$ cat config.mk
export PLATFORM = sky130hd
export DESIGN_NAME = seg7_scan_driver
export DESIGN_NICKNAME = d
export VERILOG_FILES = /design/src/rtl/pong_disp_pkg.sv /design/src/rtl/hex_to_seg7.sv /design/src/rtl/seg7_scan_driver.sv
export SDC_FILE = /design/constraint.sdc
export NUM_CORES = 1
export LEC_CHECK = 0
export BUFFER_PORTS_ARGS = -buffer_cell sky130_fd_sc_hd__buf_4
export CORE_MARGIN = 3
export CORE_UTILIZATION = 55
export CTS_CLUSTER_DIAMETER = 60
export DETAILED_ROUTE_END_ITERATION = 16
export PLACE_DENSITY = 0.76
export SLEW_MARGIN = 40
export SYNTH_ARGS = -nofsm -noshare
export SYNTH_HDL_FRONTEND = slang
export SYNTH_HIERARCHICAL = 1
export SYNTH_SLANG_ARGS = --single-unit
$ cat constraint.sdc
create_clock -name Clk -period 5 [get_ports Clk]
set_clock_uncertainty 0.2 [all_clocks]
set_input_delay 0.75 -clock Clk [delete_from_list [all_inputs] [get_ports Clk]]
set_output_delay 0.75 -clock Clk [all_outputs]
set_load 0.01 [all_outputs]
$ cat src/rtl/pong_disp_pkg.sv
// Shared display constants for the Pong board: digit count, dark values and hex segment table.
// Segment patterns are {g,f,e,d,c,b,a}, active-low.
package pong_disp_pkg;

    localparam int                    NUM_DIGITS  = 8;
    localparam logic [6:0]            SEG_OFF     = 7'h7F;
    localparam logic [NUM_DIGITS-1:0] ENABLE_NONE = 8'hFF;

    // Entry order in the literal is F down to 0, so SEG_TABLE[h] is the pattern for hex h.
    localparam logic [15:0][6:0] SEG_TABLE = {
        7'h0E, 7'h06, 7'h21, 7'h46, 7'h03, 7'h08, 7'h10, 7'h00,
        7'h78, 7'h02, 7'h12, 7'h19, 7'h30, 7'h24, 7'h79, 7'h40
    };

    // Bit i set when digits 7..i are all zero; digit 0 is never blanked.
    function automatic logic [NUM_DIGITS-1:0] lzb_mask(input logic [4*NUM_DIGITS-1:0] digits);
        logic [NUM_DIGITS-1:0] m;
        logic                  all_zero;
        m        = '0;
        all_zero = 1'b1;
        for (int i = NUM_DIGITS-1; i >= 1; i--) begin
            all_zero = all_zero && (digits[4*i +: 4] == 4'h0);
            m[i]     = all_zero;
        end
        return m;
    endfunction

endpackage

$ cat src/rtl/hex_to_seg7.sv
// Combinational hex nibble to active-low seven-segment decoder, shared with the score path.
module hex_to_seg7
    import pong_disp_pkg::*;
(
    input  logic [3:0] hex_i,
    output logic [6:0] seg_o
);

    always_comb begin
        seg_o = SEG_TABLE[hex_i];
    end

endmodule

$ cat src/rtl/seg7_scan_driver.sv
// Scans eight buffered hex digits onto a multiplexed 7-seg display; new digits take effect at frame start.
// Define SEG7_LZB_EN to additionally blank leading zero digits.
module seg7_scan_driver
    import pong_disp_pkg::*;
#(
    parameter int REFRESH_DIV = 100000
)
(
    input  logic                    Clk,
    input  logic                    Rst,
    input  logic [4*NUM_DIGITS-1:0] digits_in,
    input  logic                    load,
    input  logic [NUM_DIGITS-1:0]   blank_mask,
    output logic [6:0]              out,
    output logic [NUM_DIGITS-1:0]   en_out,
    output logic                    frame_done
);

    localparam int            PW   = $clog2(REFRESH_DIV);
    localparam logic [PW-1:0] LAST = PW'(REFRESH_DIV - 1);

    logic [PW-1:0]           presc_q, presc_d;
    logic [2:0]              idx_q, idx_d;
    logic [4*NUM_DIGITS-1:0] active_q, active_d;
    logic [4*NUM_DIGITS-1:0] pending_q, pending_d;
    logic                    pend_vld_q, pend_vld_d;
    logic [6:0]              out_q, out_d;
    logic [NUM_DIGITS-1:0]   en_q, en_d;
    logic                    fd_q, fd_d;

    logic                    tick;
    logic                    boundary;
    logic [2:0]              next_idx;
    logic [3:0]              nxt_digit;
    logic [6:0]              nxt_seg;
    logic [NUM_DIGITS-1:0]   blank_vec;

    assign tick     = (presc_q == LAST);
    assign next_idx = idx_q + 3'd1;
    assign boundary = tick && (idx_q == 3'd7);

    hex_to_seg7 u_dec (
        .hex_i (nxt_digit),
        .seg_o (nxt_seg)
    );

    always_comb begin
        presc_d    = tick ? '0 : presc_q + PW'(1);
        idx_d      = tick ? next_idx : idx_q;
        active_d   = active_q;
        pending_d  = pending_q;
        pend_vld_d = pend_vld_q;

        // A load coinciding with the frame boundary bypasses the pending buffer.
        if (boundary) begin
            if (load) begin
                active_d = digits_in;
            end else if (pend_vld_q) begin
                active_d = pending_q;
            end
            pend_vld_d = 1'b0;
        end else if (load) begin
            pending_d  = digits_in;
            pend_vld_d = 1'b1;
        end

        // Decode from active_d so digit 0 of a new frame already sees the swapped buffer.
        nxt_digit = active_d[{next_idx, 2'b00} +: 4];
`ifdef SEG7_LZB_EN
        blank_vec = blank_mask | lzb_mask(active_d);
`else
        blank_vec = blank_mask;
`endif

        out_d = out_q;
        en_d  = en_q;
        if (tick) begin
            if (blank_vec[next_idx]) begin
                out_d = SEG_OFF;
                en_d  = ENABLE_NONE;
            end else begin
                out_d = nxt_seg;
                en_d  = ~(8'b0000_0001 << next_idx);
            end
        end
        fd_d = boundary;
    end

    always_ff @(posedge Clk or posedge Rst) begin
        if (Rst) begin
            presc_q    <= '0;
            idx_q      <= 3'd7;
            active_q   <= '0;
            pending_q  <= '0;
            pend_vld_q <= 1'b0;
            out_q      <= SEG_OFF;
            en_q       <= ENABLE_NONE;
            fd_q       <= 1'b0;
        end else begin
            presc_q    <= presc_d;
            idx_q      <= idx_d;
            active_q   <= active_d;
            pending_q  <= pending_d;
            pend_vld_q <= pend_vld_d;
            out_q      <= out_d;
            en_q       <= en_d;
            fd_q       <= fd_d;
        end
    end

    assign out        = out_q;
    assign en_out     = en_q;
    assign frame_done = fd_q;

endmodule

==> metrics.md <==
| Metric | Value |
|---|---|
| Total track usage | `23.2%` |
| Critical-path top delay cell | `buf_4` |
| Initial antenna violation count | `0` |
| Core area | `8890 sq um` |
| Worst r2r src | `presc_q[0]$_DFF_PP0_` |
| Max-slew violations | `0` |
| Post-synth EDFFs | `0` |
| Delay-heaviest family, CP | `simple AND/OR/NAND/NOR gates` |
| Crit path buffers/inverters | `3` |
| Syn Area/Cell | `10.8 sq um` |
| Peak VDD IR | `0.263 mV` |
| Final Cycle Share | `89.0%` |
| First-pass GRT wire length | `19.0 mm` |
| CTS clk-pin slew, worst paths | `0.12 ns` |
| Placed Instances | `623` |
| Vias in the first global route | `3890` |
| Critical path data required time | `5.13 ns` |
| H-Tree Level Count | `3` |
| Vias/cell | `6.10` |
| Placement Rows | `34` |
| Crit path arrival time | `4.58 ns` |
| Synthesized instance count | `475` |
| Final Wtd Congestion | `0.882` |
| RSZ-0062 raised after global routing | `false` |
| Max-Cap Viols | `0` |
| Reg2reg path depth | `14` |
| Relative slew slack | `51.4%` |
| Post-route cell area | `5850 sq um` |
| Die H | `103 microns` |
| FF-to-FF setup slack | `0.55 ns` |
| Commonest non-fill, non-tap cell in the layout | `dfrtp_1` |
| GRT overflow | `0` |
| Largest net degree at the start of global routing | `70` |
| Minimum clock period | `4.45 ns` |
| Final instance count without filler cells | `639` |
| Min Hold Slack | `0.241 ns` |
| Clk buf depth | `2` |
| Post-CTS setup buffers | `0` |
| Status | `finished, final reports clean` |
| Pre-antenna DRT Iters | `5` |
| CTS tree | `done` |
| Final setup violation count | `0` |
| Largest stage delay on the critical path | `0.48 ns` |
| Area growth syn-to-layout | `14.1%` |
| Die ar. | `10500 sq um` |
| Reg2reg end | `out[3]$_DFFE_PP1N_` |
| Post-route setup TNS | `0 ns` |
| Post-CTS sizing | `0` |
| Cell Chain, Critical Path | `ha_1, nand4_1, nor4_4, buf_4, and3_1, nor2_1, nor2_1, a22oi_1, a22oi_1, inv_1, ha_1, inv_1, mux4_1, o22a_1` |
| Synthesized flop and latch total | `101` |
| CP Max Fanout | `46` |
| Clock Latency Late Sink | `0.39 ns` |
| Pwr Total | `1.49 mW` |
| Drt drc | `0` |
| Power Density | `254 nW/um^2` |
| Post-DRT Antenna Nets | `0` |
| Yosys synthesis warning count | `6` |
| Mapped cell area | `5130 sq um` |
| Yosys cell types | `66` |
| IO buf count | `58` |
| Critical Path Start Type | `flop` |
| Routed Wire Length | `11.5 mm` |
| Via count | `3899` |
| Post-synth ARST share | `100%` |
| WL per Instance | `18.1 microns` |
| Syn Nets | `532` |
| Starting density of the core | `57.7%` |
| Die W | `103 microns` |
| Hpwl dp | `8.31 mm` |
| Post-synth top flop | `dfrtp_1` |
| Hold_buf cts | `0` |
| Num CTS Buffers | `9` |
| Layout cells sized above 1 | `22.0%` |
| Post-place instance area | `5640 sq um` |
| Crit path kind | `flop to flop` |
| Nets | `583` |
| Seq/Total Area, Yosys | `49.7%` |
| Final Hold Viols | `0` |
| # diodes | `0` |
| DR iter-0 viols | `245` |
| Static Leak | `2.58 nW` |
| Top Ports | `59` |
| Most frequent cells in the layout | `dfrtp_1 (83), buf_4 (67), nor2_1 (65)` |
| Worst Tran Pin Value | `0.729 ns` |
| Hold WC Path Type | `input pin to async pin` |
| CTS root buf | `clkbuf_8` |
| Maximum operating frequency | `225 MHz` |
| Endpoint class of the critical path | `flop` |
| Clock sink count | `101` |
worst register-to-register path: stages, from the launching register on:
cell and delay (ns):
dfrtp_1 0.41, ha_1 0.24, nand4_1 0.27, nor4_4 0.35
buf_4 0.48, and3_1 0.42, nor2_1 0.07, nor2_1 0.14
a22oi_1 0.11, a22oi_1 0.47, inv_1 0.21, ha_1 0.33
inv_1 0.05, mux4_1 0.48, o22a_1 0.17
final cells by class:
| cell class | count | area [sq um] |
|---|---|---|
| fillers | 703 | 3040 |
| clock inverters | 7 | 82.6 |
| inverters | 17 | 68.8 |
| clock buffers | 9 | 124 |
| well taps | 108 | 135 |
| flip-flops and latches | 101 | 2550 |
| repair buffers | 67 | 503 |
| multi-input cells | 330 | 2390 |
power by group:
part	internal (mW)	switching, mW	leakage [nW]
registers	0.843	0.0129	1.25
clock network	0.239	0.302	0.0984
logic	0.0451	0.0444	1.23
per-layer routing:
layer	track usage (%)	wire length, microns
met5	0	0
met3	4.40	542
met2	38.0	5710
met4	8.27	276
met1	31.1	5010
registers in the layout (all words and copies together) (netlist names):
signal	flops
idx_q	3
frame_done	1
presc_q	17
pending_q	32
out	7
pend_vld_q	1
active_q	32
en_out	8
Yosys cell counts (5+ instances only):
cell | count | area [sq um]
xnor2_1 | 8 | 70.1
buf_2 | 7 | 35.0
dfrtp_1 | 83 | 2080
a32o_1 | 5 | 50.1
o21ai_0 | 14 | 70.1
clkbuf_1 | 13 | 48.8
inv_1 | 15 | 56.3
nand3_1 | 10 | 50.1
xor2_1 | 6 | 52.6
a31oi_1 | 6 | 37.5
nand4b_1 | 7 | 61.3
o22a_1 | 7 | 61.3
a21oi_1 | 8 | 40.0
mux2_1 | 32 | 360
ha_1 | 14 | 175
dfstp_2 | 18 | 473
o22ai_1 | 19 | 119
nand2_1 | 30 | 113
nand2b_1 | 7 | 43.8
a22oi_1 | 11 | 82.6
nor2_1 | 66 | 248
worst max-delay path by stage:
stage / startpoint / depth (start not counted) / end
global route: presc_q[0]$_DFF_PP0_ / 14 / out[3]$_DFFE_PP1N_
finish: presc_q[0]$_DFF_PP0_ / 14 / out[3]$_DFFE_PP1N_
global placement: presc_q[0]$_DFF_PP0_ / 14 / out[3]$_DFFE_PP1N_
detailed placement: presc_q[0]$_DFF_PP0_ / 14 / out[3]$_DFFE_PP1N_
floorplan: idx_q[0]$_DFFE_PP1N_ / 14 / out[3]$_DFFE_PP1N_
CTS: presc_q[0]$_DFF_PP0_ / 14 / out[3]$_DFFE_PP1N_
kinds of logic (layout without fill, tap and decap cells):
| group | after synthesis | in the layout | share of synthesized area (%) |
|---|---|---|---|
| AOI/OAI and AO/OA | 111 | 111 | 15.8 |
| xor gates and xnor gates | 14 | 14 | 2.39 |
| adders and majority gates | 14 | 14 | 3.42 |
| buffers and inverters | 44 | 100 | 3.76 |
| DFF | 101 | 101 | 49.7 |
| muxes | 40 | 40 | 9.49 |
| and+or+nand+nor | 151 | 151 | 15.4 |
stage by stage:
step                setup WS (ns)  util (%)
floorplan                    1.05         -
global placement            0.794      63.5
detailed placement          0.558      63.5
CTS                         0.548      65.8
global route                0.180      65.8
finish                      0.550      65.8
No activity file was read; power rests on OpenSTA's default activity.
